## src/rtl/isa_pkg.sv

```systemverilog
// Shared definitions for the ISA memory-cycle engine: state encoding,
// bus park values, default phase lengths and counter sizing.
package isa_pkg;

  // One state per phase of an 8-bit ISA memory cycle.
  typedef enum logic [2:0] {
    IDLE  = 3'd0,
    ADDR  = 3'd1,
    SETUP = 3'd2,
    CMD   = 3'd3,
    WAIT  = 3'd4,
    HOLD  = 3'd5,
    RECOV = 3'd6
  } isa_state_t;

  // Value the address bus rests at between cycles.
  localparam logic [23:0] ISA_ADDR_PARK = 24'hFFFFFF;
  // Value driven on the write-data lines and returned on a timed-out read.
  localparam logic [7:0]  ISA_DATA_PARK = 8'hFF;

  // Default phase lengths in 50 MHz clk cycles.
  localparam int BALE_CYC_DEF    = 2;
  localparam int SETUP_CYC_DEF   = 2;
  localparam int CMD_CYC_DEF     = 6;
  localparam int HOLD_CYC_DEF    = 2;
  localparam int RECOV_CYC_DEF   = 4;
  localparam int TIMEOUT_CYC_DEF = 256;

  // Width of a down-counter that is loaded with (len - 1); never below 1 bit.
  function automatic int cnt_width(input int len);
    if (len <= 1) begin
      return 1;
    end
    return $clog2(len);
  endfunction

  // Counter width for the default timing, governed by the WAIT timeout.
  localparam int CNT_W = cnt_width(TIMEOUT_CYC_DEF);

endpackage

```

## src/rtl/isa_sync.sv

```systemverilog
// Two-flop synchronizer for asynchronous inputs, with a selectable reset
// value so an inactive-low line can come out of reset in its idle state.
module isa_sync #(
  parameter int               WIDTH   = 1,
  parameter logic [WIDTH-1:0] RST_VAL = '1
) (
  input  logic             clk,
  input  logic             rst,
  input  logic [WIDTH-1:0] i_d,
  output logic [WIDTH-1:0] o_q
);

  logic [WIDTH-1:0] r_meta;
  logic [WIDTH-1:0] r_sync;

  // Metastability stage followed by the stable output stage.
  always_ff @(posedge clk) begin
    if (rst) begin
      r_meta <= RST_VAL;
      r_sync <= RST_VAL;
    end else begin
      r_meta <= i_d;
      r_sync <= r_meta;
    end
  end

  assign o_q = r_sync;

endmodule

```

## src/rtl/isa_cycle_engine.sv

```systemverilog
// ISA-side stage of the PC104 bridge: takes one decoded memory access at a
// time and runs a complete, timed 8-bit ISA memory cycle from a single
// down-counter and FSM. All bus outputs are registered, so every output
// change lands on the same edge as the state change that causes it.
module isa_cycle_engine
  import isa_pkg::*;
#(
  parameter int BALE_CYC    = BALE_CYC_DEF,
  parameter int SETUP_CYC   = SETUP_CYC_DEF,
  parameter int CMD_CYC     = CMD_CYC_DEF,
  parameter int HOLD_CYC    = HOLD_CYC_DEF,
  parameter int RECOV_CYC   = RECOV_CYC_DEF,
  parameter int TIMEOUT_CYC = TIMEOUT_CYC_DEF
) (
  input  logic        clk,
  input  logic        rst,
  input  logic        req_valid,
  output logic        req_ready,
  input  logic        req_write,
  input  logic [23:0] req_addr,
  input  logic [7:0]  req_wdata,
  output logic        rsp_valid,
  output logic [7:0]  rsp_rdata,
  output logic        rsp_timeout,
  output logic [23:0] isa_addr,
  output logic [7:0]  isa_data_o,
  output logic        isa_data_oe,
  input  logic [7:0]  isa_data_i,
  output logic        bale,
  output logic        mem_r,
  output logic        mem_w,
  input  logic        io_chrdy,
  output logic        busy
);

  // The timeout is normally the longest phase, but size the counter for the
  // longest of all so unusual parameter sets cannot truncate a load value.
  localparam int MAX_A   = (BALE_CYC  > SETUP_CYC)   ? BALE_CYC  : SETUP_CYC;
  localparam int MAX_B   = (CMD_CYC   > HOLD_CYC)    ? CMD_CYC   : HOLD_CYC;
  localparam int MAX_C   = (RECOV_CYC > TIMEOUT_CYC) ? RECOV_CYC : TIMEOUT_CYC;
  localparam int MAX_AB  = (MAX_A > MAX_B) ? MAX_A : MAX_B;
  localparam int MAX_LEN = (MAX_AB > MAX_C) ? MAX_AB : MAX_C;
  localparam int CW      = cnt_width(MAX_LEN);

  // Counter load values: each phase counts (length - 1) down to zero.
  localparam logic [CW-1:0] LD_BALE  = CW'(BALE_CYC - 1);
  localparam logic [CW-1:0] LD_SETUP = CW'(SETUP_CYC - 1);
  localparam logic [CW-1:0] LD_CMD   = CW'(CMD_CYC - 1);
  localparam logic [CW-1:0] LD_WAIT  = CW'(TIMEOUT_CYC - 1);
  localparam logic [CW-1:0] LD_HOLD  = CW'(HOLD_CYC - 1);
  localparam logic [CW-1:0] LD_RECOV = CW'(RECOV_CYC - 1);

  isa_state_t    r_state;
  isa_state_t    w_state_next;
  logic [CW-1:0] r_cnt;
  logic [CW-1:0] w_cnt_next;
  logic          r_write;

  logic          w_chrdy_s;
  logic          w_accept;
  logic          w_to_hold;
  logic          w_timeout;
  logic          w_write_sel;
  logic          w_bus_active;
  logic          w_cmd_active;

  logic [23:0]   r_isa_addr,    w_isa_addr_next;
  logic [7:0]    r_isa_data_o,  w_isa_data_o_next;
  logic          r_isa_data_oe, w_isa_data_oe_next;
  logic          r_bale,        w_bale_next;
  logic          r_mem_r,       w_mem_r_next;
  logic          r_mem_w,       w_mem_w_next;
  logic          r_req_ready,   w_req_ready_next;
  logic          r_busy,        w_busy_next;
  logic          r_rsp_valid,   w_rsp_valid_next;
  logic          r_rsp_timeout, w_rsp_timeout_next;
  logic [7:0]    r_rsp_rdata,   w_rsp_rdata_next;

  // IOCHRDY is asynchronous to clk; it resets to "ready".
  isa_sync #(
    .WIDTH   (1),
    .RST_VAL (1'b1)
  ) u_chrdy_sync (
    .clk (clk),
    .rst (rst),
    .i_d (io_chrdy),
    .o_q (w_chrdy_s)
  );

  // Next-state, counter and registered-output decode for the cycle FSM.
  always_comb begin
    w_state_next = r_state;
    w_cnt_next   = r_cnt;
    w_accept     = 1'b0;
    w_to_hold    = 1'b0;
    w_timeout    = 1'b0;

    case (r_state)
      IDLE: begin
        if (req_valid) begin
          w_accept     = 1'b1;
          w_state_next = ADDR;
          w_cnt_next   = LD_BALE;
        end
      end
      ADDR: begin
        if (r_cnt == '0) begin
          w_state_next = SETUP;
          w_cnt_next   = LD_SETUP;
        end else begin
          w_cnt_next = r_cnt - CW'(1);
        end
      end
      SETUP: begin
        if (r_cnt == '0) begin
          w_state_next = CMD;
          w_cnt_next   = LD_CMD;
        end else begin
          w_cnt_next = r_cnt - CW'(1);
        end
      end
      CMD: begin
        // IOCHRDY is only looked at in the last minimum-width command cycle.
        if (r_cnt == '0) begin
          if (w_chrdy_s) begin
            w_state_next = HOLD;
            w_cnt_next   = LD_HOLD;
            w_to_hold    = 1'b1;
          end else begin
            w_state_next = WAIT;
            w_cnt_next   = LD_WAIT;
          end
        end else begin
          w_cnt_next = r_cnt - CW'(1);
        end
      end
      WAIT: begin
        // A ready seen in the final timeout cycle still counts as a normal end.
        if (w_chrdy_s) begin
          w_state_next = HOLD;
          w_cnt_next   = LD_HOLD;
          w_to_hold    = 1'b1;
        end else if (r_cnt == '0) begin
          w_state_next = HOLD;
          w_cnt_next   = LD_HOLD;
          w_to_hold    = 1'b1;
          w_timeout    = 1'b1;
        end else begin
          w_cnt_next = r_cnt - CW'(1);
        end
      end
      HOLD: begin
        if (r_cnt == '0) begin
          w_state_next = RECOV;
          w_cnt_next   = LD_RECOV;
        end else begin
          w_cnt_next = r_cnt - CW'(1);
        end
      end
      RECOV: begin
        if (r_cnt == '0) begin
          w_state_next = IDLE;
          w_cnt_next   = '0;
        end else begin
          w_cnt_next = r_cnt - CW'(1);
        end
      end
      default: begin
        w_state_next = IDLE;
        w_cnt_next   = '0;
      end
    endcase

    // Direction comes straight from the request on the accept edge.
    w_write_sel  = w_accept ? req_write : r_write;
    w_bus_active = (w_state_next inside {ADDR, SETUP, CMD, WAIT, HOLD});
    w_cmd_active = (w_state_next inside {CMD, WAIT});

    // Address and write data are loaded on accept, held through HOLD, then parked.
    if (w_accept) begin
      w_isa_addr_next   = req_addr;
      w_isa_data_o_next = req_write ? req_wdata : ISA_DATA_PARK;
    end else if (w_bus_active) begin
      w_isa_addr_next   = r_isa_addr;
      w_isa_data_o_next = r_isa_data_o;
    end else begin
      w_isa_addr_next   = ISA_ADDR_PARK;
      w_isa_data_o_next = ISA_DATA_PARK;
    end

    w_isa_data_oe_next = w_bus_active && w_write_sel;
    w_bale_next        = (w_state_next == ADDR);
    w_mem_r_next       = !(w_cmd_active && !w_write_sel);
    w_mem_w_next       = !(w_cmd_active && w_write_sel);
    w_req_ready_next   = (w_state_next == IDLE);
    w_busy_next        = (w_state_next != IDLE);

    // Response is a single pulse on HOLD entry; the timeout flag only rides it.
    w_rsp_valid_next   = w_to_hold;
    w_rsp_timeout_next = w_to_hold && w_timeout;
    if (w_to_hold && !r_write) begin
      w_rsp_rdata_next = w_timeout ? ISA_DATA_PARK : isa_data_i;
    end else begin
      w_rsp_rdata_next = r_rsp_rdata;
    end
  end

  // State, counter and output registers; reset releases the command and parks the bus.
  always_ff @(posedge clk) begin
    if (rst) begin
      r_state       <= IDLE;
      r_cnt         <= '0;
      r_write       <= 1'b0;
      r_isa_addr    <= ISA_ADDR_PARK;
      r_isa_data_o  <= ISA_DATA_PARK;
      r_isa_data_oe <= 1'b0;
      r_bale        <= 1'b0;
      r_mem_r       <= 1'b1;
      r_mem_w       <= 1'b1;
      r_req_ready   <= 1'b1;
      r_busy        <= 1'b0;
      r_rsp_valid   <= 1'b0;
      r_rsp_timeout <= 1'b0;
      r_rsp_rdata   <= ISA_DATA_PARK;
    end else begin
      r_state       <= w_state_next;
      r_cnt         <= w_cnt_next;
      r_write       <= w_write_sel;
      r_isa_addr    <= w_isa_addr_next;
      r_isa_data_o  <= w_isa_data_o_next;
      r_isa_data_oe <= w_isa_data_oe_next;
      r_bale        <= w_bale_next;
      r_mem_r       <= w_mem_r_next;
      r_mem_w       <= w_mem_w_next;
      r_req_ready   <= w_req_ready_next;
      r_busy        <= w_busy_next;
      r_rsp_valid   <= w_rsp_valid_next;
      r_rsp_timeout <= w_rsp_timeout_next;
      r_rsp_rdata   <= w_rsp_rdata_next;
    end
  end

  assign isa_addr    = r_isa_addr;
  assign isa_data_o  = r_isa_data_o;
  assign isa_data_oe = r_isa_data_oe;
  assign bale        = r_bale;
  assign mem_r       = r_mem_r;
  assign mem_w       = r_mem_w;
  assign req_ready   = r_req_ready;
  assign busy        = r_busy;
  assign rsp_valid   = r_rsp_valid;
  assign rsp_timeout = r_rsp_timeout;
  assign rsp_rdata   = r_rsp_rdata;

endmodule

```

## config.mk

```make
export PLATFORM = sky130hd
export DESIGN_NAME = isa_cycle_engine
export DESIGN_NICKNAME = d
export VERILOG_FILES = /design/src/rtl/isa_pkg.sv /design/src/rtl/isa_sync.sv /design/src/rtl/isa_cycle_engine.sv
export SDC_FILE = /design/constraint.sdc
export NUM_CORES = 1
export LEC_CHECK = 0
export ABC_AREA = 1
export BUFFER_PORTS_ARGS = -buffer_cell sky130_fd_sc_hd__buf_2
export CAP_MARGIN = 20
export CORE_ASPECT_RATIO = 1.5
export CORE_MARGIN = 5
export CORE_UTILIZATION = 47
export CTS_CLUSTER_SIZE = 14
export DETAILED_ROUTE_END_ITERATION = 8
export HOLD_SLACK_MARGIN = 0.06
export MAX_ROUTING_LAYER = met4
export PLACE_DENSITY = 0.87
export SYNTH_ARGS = -nofsm -noshare
export SYNTH_HDL_FRONTEND = slang
export SYNTH_SLANG_ARGS = --single-unit
```

## constraint.sdc

```tcl
create_clock -name clk -period 2 [get_ports clk]
set_input_delay 0.3 -clock clk [delete_from_list [all_inputs] [get_ports clk]]
set_output_delay 0.3 -clock clk [all_outputs]
set_load 0.02 [all_outputs]
```

Word level (Yosys, flattened, before mapping) --
Cells that the tools add are included.
Operators by class: eq/ne operators 13, mux-type cells 35, $add $sub $neg 1, reduce and logical (&&, ||, !) cells 15
Operator list (number):
- 8-bit 2-to-1 mux | 12
- 8-bit one-hot mux with 7 select lines | 1
- 24-bit 2-to-1 mux | 2
- 3-bit 2-to-1 mux | 8
- 3-bit one-hot mux with 7 select lines | 1
- 3-bit == test, second input constant | 5
- 3-bit by 2-bit == test with 1-bit output, second input constant | 4
- 1-bit 2-to-1 mux | 10
- 8-bit logical NOT | 1
- 8-bit by 1-bit subtractor with 8-bit output, second input constant | 1
- 3-bit by 1-bit == test with 1-bit output, second input constant | 2
- 3-bit logical NOT | 2
- 1-bit logical AND | 5
- 5-bit nonzero test | 1
- 1-bit logical NOT | 4
- 2-bit != test, second input constant | 2
- 3-bit nonzero test | 1
- 1-bit one-hot mux with 2 select lines | 1
- 2-bit nonzero test | 1
Storage, ports and cells: register bits 62, output and inout bits 48

Longest topological paths before layout --
Gate-level depths: netlist (run 1).
word-level depth 8, gate-level depth with buffers 13, depth with buffers taken out 12

Hierarchy --
A second synthesis (run 1) with hierarchy kept.
Unflattened totals: cells, all modules 393, area total of the unflattened synthesis 2910.3 um2
By module, submodules not included:
- isa_cycle_engine | cells an instance 386, area an instance 2851.5 um2, instances 1, seq. area each 1201.2 um2
- isa_sync | cells an instance 7, area an instance 58.8 um2, instances 1, seq. area each 40.0 um2

Least setup slack after synthesis (run 1) --
No wires, ideal clock.
path kind flip-flop to flip-flop, start register r_cnt[0], end register r_isa_addr[0] (netlist: isa_addr[0]), buffers on the path 1, cell stages (with the launch flop) 13, data arrival time 1.714 ns, path slack 0.150 ns, setup time 0.136 ns, data required time 1.864 ns, path through dfxtp_1 > inv_1 > ha_1 > nand2_1 > nor2_1 > nand2_2 > nand2_1 > nand3_2 > nor2_4 > nand3_4 > buf_2 > nand4_1 > nand3_2
On the way: word-level cells in the longest chain between the ends 7
Ends and longest elaborated chain:
- start, declared | line isa_cycle_engine.sv:55 | logic [CW-1:0] r_cnt;
- start signal, assigned | line isa_cycle_engine.sv:227 | r_cnt <= w_cnt_next;
- 8-bit logical NOT *
- 3-bit 2-to-1 mux | line isa_cycle_engine.sv:143 | end else if (r_cnt == '0) begin
- 3-bit 2-to-1 mux | line isa_cycle_engine.sv:139 | if (w_chrdy_s) begin
- 3-bit one-hot mux with 7 select lines * | line isa_cycle_engine.sv:98 | case (r_state)
- 3-bit by 1-bit == test with 1-bit output, or another cell as far along | line isa_cycle_engine.sv:176 | w_bus_active = (w_state_next inside {ADDR, SETUP, CMD, WAIT, HOLD});
- 5-bit nonzero test * | line isa_cycle_engine.sv:176
- 2-bit != test (no source line) *
- end signal, assigned | line isa_cycle_engine.sv:229 | r_isa_addr <= w_isa_addr_next;
- end, declared | line isa_cycle_engine.sv:67 | logic [23:0] r_isa_addr, w_isa_addr_next;
Mark *: on every way between the ends. The rest lies on a longest branch, timed or not. A chain may end at the register's enable or synchronous reset.

Worst setup path after layout (run 1) --
start register r_cnt[1], end register r_isa_data_o[7] (netlist: isa_data_o[7])
On the way: word-level cells in the longest chain between the ends 7
Ends and longest elaborated chain:
- 8-bit logical NOT *
- 3-bit 2-to-1 mux | line isa_cycle_engine.sv:143
- 3-bit 2-to-1 mux | line isa_cycle_engine.sv:139
- 3-bit one-hot mux with 7 select lines * | line isa_cycle_engine.sv:98
- 3-bit by 1-bit == test with 1-bit output, or another cell as far along | line isa_cycle_engine.sv:176
- 5-bit nonzero test * | line isa_cycle_engine.sv:176
- 2-bit != test (no source line) *
- end signal, assigned | line isa_cycle_engine.sv:230 | r_isa_data_o <= w_isa_data_o_next;
- end, declared | line isa_cycle_engine.sv:68 | logic [7:0] r_isa_data_o, w_isa_data_o_next;
Marks and branches as above.

==> results of run 1 <==
==> layer usage <==
metal | track usage, % | share of wire (%) | vias to the layer above
met1 | 21.8 | 38 | 1430
met3 | 3.53 | 5.2 | 23
met4 | 10.7 | 3.5 | 0
met5 | - | 0 | -
met2 | 35.8 | 53 | 115
li1 | - | - | 1508
==> synthesized netlist by cell type (6+ instances only) <==
| master | count |
|---|---|
| dfxtp_1 | 62 |
| nand2_1 | 48 |
| or2_2 | 34 |
| nand4_1 | 33 |
| nand3_2 | 31 |
| nand2_4 | 30 |
| o21ai_0 | 20 |
| inv_1 | 18 |
| nor2_1 | 17 |
| a21oi_1 | 16 |
| clkbuf_1 | 11 |
| nand3_1 | 8 |
| inv_2 | 7 |
| buf_2 | 6 |
==> final cells by class <==
type / instances / area [µm²]
clock inverters: 4 / 70.1
inverters: 25 / 93.8
clock buffers: 11 / 151
flip-flops and latches: 62 / 1240
multi-input cells: 273 / 1880
fillers: 578 / 2520
well taps: 78 / 97.6
repair buffers: 123 / 793
==> path summary, 6_finish.rpt <==
check	from	end	slack, ns	cells after the start
hold / removal	io_chrdy	u_chrdy_sync.r_meta	0.16	2
setup / recovery	r_cnt[1]	isa_data_o[7]	0.09	12
setup reg to reg	r_cnt[1]	isa_data_o[7]	0.09	12
hold reg to reg	u_chrdy_sync.r_meta	u_chrdy_sync.o_q	0.42	1
==> power by group <==
part | switching, mW | leakage (nW) | total (mW) | internal (mW)
combinational | 3.85 | 1.32 | 6.61 | 2.75
clock | 0.472 | 0.115 | 1.23 | 0.758
sequential | 0.233 | 0.511 | 1.87 | 1.64
==> flip-flops by register name, indices dropped and copies added (netlist names), 3 cells and up <==
register,count
rsp_rdata,8
r_cnt,8
isa_addr,24
r_state,3
isa_data_o,8
==> through the flow <==
| step | cells | hold slack (ns) | instance area [µm²] | setup WS (ns) |
|---|---|---|---|---|
| 5_1_grt | 576 | 0.153 | 4330 | -0.0289 |
| 2_1_floorplan | 381 | 0.389 | 3300 | 0.150 |
| 6_report | 576 | 0.163 | 4330 | 0.0875 |
| 4_1_cts | 568 | 0.155 | 4170 | 0.0310 |
| 3_5_place_dp | 553 | 0.405 | 3940 | 0.0264 |
| 3_3_place_gp | 553 | 0.393 | 3940 | 0.0636 |
==> worst max-delay path, delay by kind of cell (launching register included) <==
family	cells	cell delay (ns)
adder cells (fa/ha/maj)	1	0.16
buffers and inverters	2	0.28
flip-flops	1	0.33
AND/OR/NAND/NOR	9	0.99
==> cells by family (layout without fill, tap and decap cells) <==
kind of cell	after synthesis	count (layout)
AND/OR/NAND/NOR	221	221
flip-flops	62	62
AO/OA/AOI/OAI	46	46
buffers and inverters	46	163
XOR/XNOR	5	5
adder cells (fa/ha/maj)	1	1
==> what timing repair did <==
item,in CTS,in global routing
hold endpoints to repair,0,0
cloned,0,2
gates resized for setup,2,22
buffers inserted,0,6
setup endpoints to repair,2,44
pin swaps,0,7
==> results.cfg, run 1 <==
[placed_design]
dpl.hpwl_um = 6420
place.port_buffers = 92
gp_congestion = 0.956

[timing]
maxClockFrequency_mhz = 523
setup-violations-final = 0
timing.setup.tns_ns = 0
timing.slew.headroom_pct = 59.3
report.final.slew_viol_count = 0
timing_hold_violations_final = 0
transition_at_the_pin_with_the_smallest_max_transition_slack_ns = 0.609
finalClockSkew_ns = 0.00694
post-route-min-period_ns = 1.91
fin_crit_share_pct = 95.6

[synthesis]
synth_enable_flop_cells = 0
synth_xor_xnor_area_share_pct = 1.33
async_reset_ff_share_pct = 0
synth_compound_area_share_pct = 7.81
synth_top_cell_by_area = dfxtp_1
synth.lib_cells_used.distinct = 35
synth_top_cells_by_area = dfxtp_1 38%, nand2_4 10%, nand3_2 9.4%
synth_ff_type = dfxtp_1
ys_warn_count = 0
postSynthCellCount = 381
muxShareOfSynthArea_pct = 0
mappedNetlistNets = 427
yosysSeqAreaShare_pct = 37.6
synthDominantCellAreaShare_pct = 37.6
combinational_family_with_the_most_area_after_synthesis = simple AND/OR/NAND/NOR gates
synth_adder_area_share_pct = 0.379
synth_simple_gate_area_share_pct = 45.7
syn_avg_cell_area_um2 = 8.66
syn-cell-area_mm2 = 0.00330
synth.ff_latch_count = 62

[route]
drt_iter0_markers = 372
drcViolationCount = 0
vias = 3076
detail_route.wl_per_cell_um = 15.2
postRouteWirelength_um = 8760
drt_pass1_iterations = 4
drt.antenna.violating_nets = 0
avgViaCountPerCell = 5.34

[floorplan]
dieWidth_um = 78.4
fp-row-count = 37
floorplan.initialDensity_pct = 48.2
placeable_area_mm2 = 0.00685
chipHeight_um = 113
top_level_ports = 93
design.die.area_mm2 = 0.00883

[power_and_ir_drop]
post-layout-total-power_mw = 9.71
vdd_ir_drop_max_v = 0.00136
power_per_cell_area_mw_per_mm2 = 2240
power.static_leakage_nw = 1.95

[grt]
grt_overflow_total = 0
pin_count_of_the_biggest_net_entering_global_routing = 35
initial_antenna_violation_count = 0
wire_length_of_the_first_global_routing_pass_um = 14000
first_global_vias = 3078
grt_use_total_pct = 20.5

[cts]
clk_pin_slew_worst_setup_hold_paths_ns = 0.06
tritoncts_clock_tree = done
tritoncts.num_buffers = 9
cts_hold_repair.buffers = 0
clock_latency_ns = 0.34
ctsLongestPathBuffers = 2
clk_root_buffer_cell = clkbuf_8
clock_sink_count = 62
clock_tree.htree_level_count = 3

[critical_path]
worst_path_largest_cell_delay_ns = 0.33
cp_data_arrival_time_ns = 2.10
crit_chain = inv_2 > ha_4 > nand2_4 > nor2_4 > nand2_1 > nand3_2 > nand2_4 > nand3_4 > nand3_4 > buf_12 > nand2_4 > nand3_2
worstPathRequired_ns = 2.19
crit_path_max_fanout = 8
critPathKind = flop to flop
worst_setup_path_start_kind = flop
crit_slowest_cell = dfxtp_2
most_prevalent_standard_cell_on_the_critical_path = nand2_4
timing.critical_path.to_type = flop

[outcome]
status = finished clean

[flow_run]
number_of_max_cap_violations = 0

[finish]
layout.cells.most_common_list = 92 x buf_2, 59 x dfxtp_1, 43 x nand2_1, 34 x or2_2, 33 x nand4_1
layout_commonest_cell = buf_2
syn_to_final_growth_pct = 31.2
layout.core_utilization_pct = 63.2
final_layout_size_suffix_gt1_share_pct = 54.2
num_antenna_cells = 0
layout.nets = 540

[hold_path]
path_type_of_the_worst_min_delay_path = input port to flop
Note: power is estimated with default switching activity, not from simulation.
==> inputs of run 2 (changes only) <==
CORE_UTILIZATION = 46   (was 47)
SYNTH_HIERARCHICAL = 1   (was not set)
==> results.cfg, run 2 <==
[outcome]
status = finished clean

[power_and_ir_drop]
vdd_ir_drop_max_v = 0.00146
share_clk_of_total_power_pct = 15.0
internal_power_mw = 4.40
combinationalPowerShare_pct = 62.6
switch_pwr_mw = 3.83
power_per_cell_area_mw_per_mm2 = 2100
netSwitchingFraction_pct = 46.6
power.static_leakage_nw = 1.92
sequential_power_share_pct = 22.4

[grt]
first_global_vias = 3035
pin_count_of_the_biggest_net_entering_global_routing = 34
grt_use_total_pct = 21.8
initial_antenna_violation_count = 0
wire_length_of_the_first_global_routing_pass_um = 13300
grt_overflow_total = 0

[cts]
ctsLongestPathBuffers = 2
clock_latency_ns = 0.36
clock_tree.htree_level_count = 3
tritoncts.num_buffers = 9
clk_pin_slew_worst_setup_hold_paths_ns = 0.08
clk_root_buffer_cell = clkbuf_8
tritoncts_clock_tree = done
clock_sink_count = 62

[route]
drt_pass1_iterations = 5
drt.antenna.violating_nets = 0
avgViaCountPerCell = 5.58
detail_route.wl_per_cell_um = 15.4
postRouteWirelength_um = 9000
drt_iter0_markers = 290
drcViolationCount = 0
vias = 3260

[finish]
largest_register_ffs = 24
final_cell_count_no_fill = 584
syn_to_final_growth_pct = 34.9
layout.cells.most_common_list = 92 x buf_2, 85 x nand2_1, 61 x dfxtp_1, 48 x nand3_1, 34 x nand4_1
layout_commonest_cell = buf_2
num_antenna_cells = 0
final_layout_size_suffix_gt1_share_pct = 38.8
layout.nets = 551

[placed_design]
place_worst_setup_slack_ns = -0.0997
gp_congestion = 0.929
placedCellCount = 552
dpl.hpwl_um = 5800
place.port_buffers = 92

[floorplan]
top_level_ports = 93
floorplan.initialDensity_pct = 47.1
chipHeight_um = 107
fp-row-count = 35
placeable_area_mm2 = 0.00617
design.die.area_mm2 = 0.00805
dieWidth_um = 74.9

[timing]
final_critical_path_setup_slack_ns = 0.0103
report.final.slew_viol_count = 0
timing_hold_violations_final = 0
maxClockFrequency_mhz = 503
timing.slew.headroom_pct = 71.4
fin_crit_share_pct = 99.5
finalClockSkew_ns = 0.0121
post-route-min-period_ns = 1.99
transition_at_the_pin_with_the_smallest_max_transition_slack_ns = 0.427
setup-violations-final = 0
hold_slack_ns = 0.124

[synthesis]
async_reset_ff_share_pct = 0
syn_avg_cell_area_um2 = 7.41
ys_warn_count = 6
yosysSeqAreaShare_pct = 42.6
synth.lib_cells_used.distinct = 31
synth.ff_latch_count = 62
ys_top_cells_by_count = 89 x nand2_1, 62 x dfxtp_1, 50 x nand3_1
synthDominantCellAreaShare_pct = 42.6
synth_top_cell_by_area = dfxtp_1
mappedNetlistNets = 439
postSynthCellCount = 393
syn-cell-area_mm2 = 0.00291
synth.most_common_cell = nand2_1
synth_ff_type = dfxtp_1
synth_enable_flop_cells = 0
synth_top_cells_by_area = dfxtp_1 43%, nand2_1 11%, nand3_1 8.6%

[critical_path]
crit_path_max_fanout = 13
cp_data_arrival_time_ns = 2.22
crit_chain = inv_2 > ha_4 > nand2_2 > nor2_4 > nand2_1 > nand2_1 > nand2_2 > nor2_4 > nand3_4 > clkbuf_16 > nand4_1 > nand3_1
worst_setup_path_start_kind = flop
timing.critical_path.to_type = flop
crit_slowest_cell = dfxtp_1
critPathKind = flop to flop
worstPathBufferInverterCount = 2
worstPathRequired_ns = 2.23
critPathTopFamily = simple AND/OR/NAND/NOR gates
worst_path_largest_cell_delay_ns = 0.32

[hold_path]
path_type_of_the_worst_min_delay_path = input port to flop

[flow_run]
number_of_max_cap_violations = 0
-- run 2: metal layers --
metal / GRT usage, % / up-vias / part of all wire (%)
met2: 37.0 / 176 / 51
met4: 12.5 / 0 / 4.3
li1: - / 1545 / -
met1: 23.2 / 1500 / 37
met5: - / - / 0
met3: 3.93 / 39 / 7.1
-- run 2: tightest hold or removal path, cell delays in order --
cell and delay (ns):
buf_2 0.07, inv_1 0.03, nand2_1 0.04
-- run 2: worst paths after layout --
kind | from | to | slack (ns) | cells past startpoint
setup / recovery | r_cnt[1] | isa_data_o[5] | 0.01 | 12
setup reg to reg | r_cnt[1] | isa_data_o[5] | 0.01 | 12
hold reg to reg | u_chrdy_sync/r_meta | u_chrdy_sync/o_q | 0.42 | 2
hold / removal | io_chrdy | u_chrdy_sync/r_meta | 0.12 | 3
-- run 2: per-stage QoR --
stage | instance area [µm²] | TNS [ns] | power, mW | utilization (%)
6_report | 3930 | 0 | 8.23 | 63.6
5_1_grt | 3930 | -0.876 | 8.75 | 63.6
4_1_cts | 3730 | 0 | 7.31 | 60.4
3_5_place_dp | 3470 | -2.40 | 5.82 | 56.2
3_3_place_gp | 3470 | 0 | 5.68 | 56.2
2_1_floorplan | 2910 | 0 | 4.90 | -
-- run 2: kinds of logic (layout without fill, tap and decap cells) --
group           after synthesis  after routing  synth area share, %
compound gates               36             36                 6.97
xor+xnor                      3              3                0.903
fa+ha+maj                     1              1                0.430
buf+inv                      53            166                 8.08
flops                        62             62                 42.6
simple gates                238            242                 41.0
-- run 2: layout make-up --
cell class,instances,area [µm²]
Fill cell,499,2250
Clock inverter,7,97.6
Inverter,31,116
Tap cell,74,92.6
Timing Repair Buffer,119,718
Sequential cell,62,1240
Multi-Input combinational cell,282,1530
Clock buffer,9,124
-- run 2: repair_timing --
item | CTS | global route
buffers inserted | 1 | 9
endpoints found under the setup margin | 32 | 40
gates resized for setup | 2 | 16
gates cloned | 2 | 4
pin swaps | 2 | 10
hold buffers | 0 | 0
-- run 2: power by group through the flow --
stage	Sequential (mW)	Clock (mW)	Combinational, mW
4_1_cts	1.82	1.24	4.25
2_1_floorplan	2.12	0	2.77
6_report	1.84	1.24	5.15
5_1_grt	1.87	1.29	5.58
3_5_place_dp	1.84	0	3.98
3_3_place_gp	1.83	0	3.85
==> inputs of run 3 (changes only) <==
SETUP_SLACK_MARGIN = 0.3   (was not set)
==> results.cfg, run 3 (synthesized netlist as in run 2, its figures left out) <==
[route]
avgViaCountPerCell = 5.67
vias = 3339
detail_route.wl_per_cell_um = 16.7
drt.antenna.violating_nets = 0
drcViolationCount = 0
drt_pass1_iterations = 6
postRouteWirelength_um = 9850
drt_iter0_markers = 232

[critical_path]
worst_path_largest_cell_delay_ns = 0.35
critPathKind = flop to flop
worst_setup_path_start_kind = flop
crit_slowest_cell = dfxtp_1
crit_path_max_fanout = 8
timing.critical_path.to_type = flop
crit_chain = nor2_1 > nand2_4 > nor2_4 > nor2_1 > a21oi_4 > nand3_4 > buf_12 > buf_16 > nand4_1 > nand3_1
most_prevalent_standard_cell_on_the_critical_path = nor2_1
cp_data_arrival_time_ns = 2.15
worstPathRequired_ns = 2.22

[grt]
first_global_vias = 3225
grt_use_total_pct = 23.7
pin_count_of_the_biggest_net_entering_global_routing = 34
wire_length_of_the_first_global_routing_pass_um = 14600
grt_overflow_total = 0
initial_antenna_violation_count = 0

[finish]
layout.core_utilization_pct = 66.2
layout.cells.most_common_list = 92 x buf_2, 68 x nand2_1, 56 x dfxtp_1, 46 x nand3_1, 34 x nand4_1
final_layout_size_suffix_gt1_share_pct = 44.7
layout_commonest_cell = buf_2
largest_register_ffs = 24
num_antenna_cells = 0
layout.nets = 556
design_area_mm2 = 0.00409
syn_to_final_growth_pct = 40.4

[cts]
clock_latency_ns = 0.35
clk_root_buffer_cell = clkbuf_8
clock_sink_count = 62
ctsLongestPathBuffers = 2
cts_hold_repair.buffers = 0
tritoncts_clock_tree = done
clk_pin_slew_worst_setup_hold_paths_ns = 0.08
tritoncts.num_buffers = 9
clock_tree.htree_level_count = 3

[flow_run]
number_of_max_cap_violations = 0

[timing]
timing.slew.headroom_pct = 73.7
unrepaired_setup_endpoints_after_global_routing = true
finalClockSkew_ns = 0.0122
report.final.slew_viol_count = 0
setup-violations-final = 0
final_critical_path_setup_slack_ns = 0.0712
maxClockFrequency_mhz = 518
fin_crit_share_pct = 96.4
post-route-min-period_ns = 1.93
transition_at_the_pin_with_the_smallest_max_transition_slack_ns = 0.394
timing_hold_violations_final = 0
timing.setup.tns_ns = 0
hold_slack_ns = 0.132

[floorplan]
top_level_ports = 93
chipHeight_um = 107
design.die.area_mm2 = 0.00805
fp-row-count = 35
dieWidth_um = 74.9
placeable_area_mm2 = 0.00617
floorplan.initialDensity_pct = 47.1

[outcome]
status = finished clean

[placed_design]
place_worst_setup_slack_ns = -0.0377
place_area_mm2 = 0.00348
dpl.hpwl_um = 5710
place.port_buffers = 92
gp_congestion = 0.901

[power_and_ir_drop]
power.static_leakage_nw = 1.98
power_per_cell_area_mw_per_mm2 = 2170
vdd_ir_drop_max_v = 0.00143

[hold_path]
path_type_of_the_worst_min_delay_path = input port to flop
## run 3: routing by layer
metal | GRT usage (%) | vias to the layer above | share of wire [%]
met5 | - | - | 0
met4 | 11.6 | 0 | 4.0
met3 | 5.51 | 49 | 7.8
met2 | 39.0 | 206 | 52
met1 | 26.4 | 1525 | 36
li1 | - | 1559 | -
## run 3: what timing repair did
item / 4_1_cts / 5_1_grt
gates resized for setup: 24 / 28
setup endpoints to repair: 48 / 53
pin swaps: 22 / 17
cloned: 5 / 0
setup buffers: 11 / 6
## run 3: final timing paths
path,start,end,slack (ns),cells after the start
max,r_cnt[6],isa_addr[7],0.07,10
min,io_chrdy,u_chrdy_sync/r_meta,0.13,3
max reg2reg,r_cnt[6],isa_addr[7],0.07,10
min reg2reg,u_chrdy_sync/r_meta,u_chrdy_sync/o_q,0.41,2
## run 3: metrics by stage
step	instances	power (mW)
2_1_floorplan	393	5.05
3_3_place_gp	551	5.81
3_5_place_dp	551	5.94
4_1_cts	583	8.27
5_1_grt	589	9.37
6_report	589	8.85
## run 3: final cells by class
| type | count | area (µm²) |
|---|---|---|
| clock buffers | 9 | 124 |
| repair buffers | 125 | 801 |
| well taps | 74 | 92.6 |
| clock inverters | 7 | 88.8 |
| multi-input cells | 281 | 1610 |
| inverters | 31 | 116 |
| flip-flops and latches | 62 | 1250 |
| fillers | 443 | 2090 |
## run 3: worst max-delay path: cells and delay by family, from the launching register on
family / cells / cell delay, ns
AND/OR/NAND/NOR: 7 / 0.91
flip-flops: 1 / 0.35
buffers and inverters: 2 / 0.31
AO/OA/AOI/OAI: 1 / 0.22
## run 3: power by group
part	total, mW	switching, mW	internal, mW
logic	5.75	3.34	2.41
registers	1.90	0.278	1.62
clock network	1.21	0.514	0.694
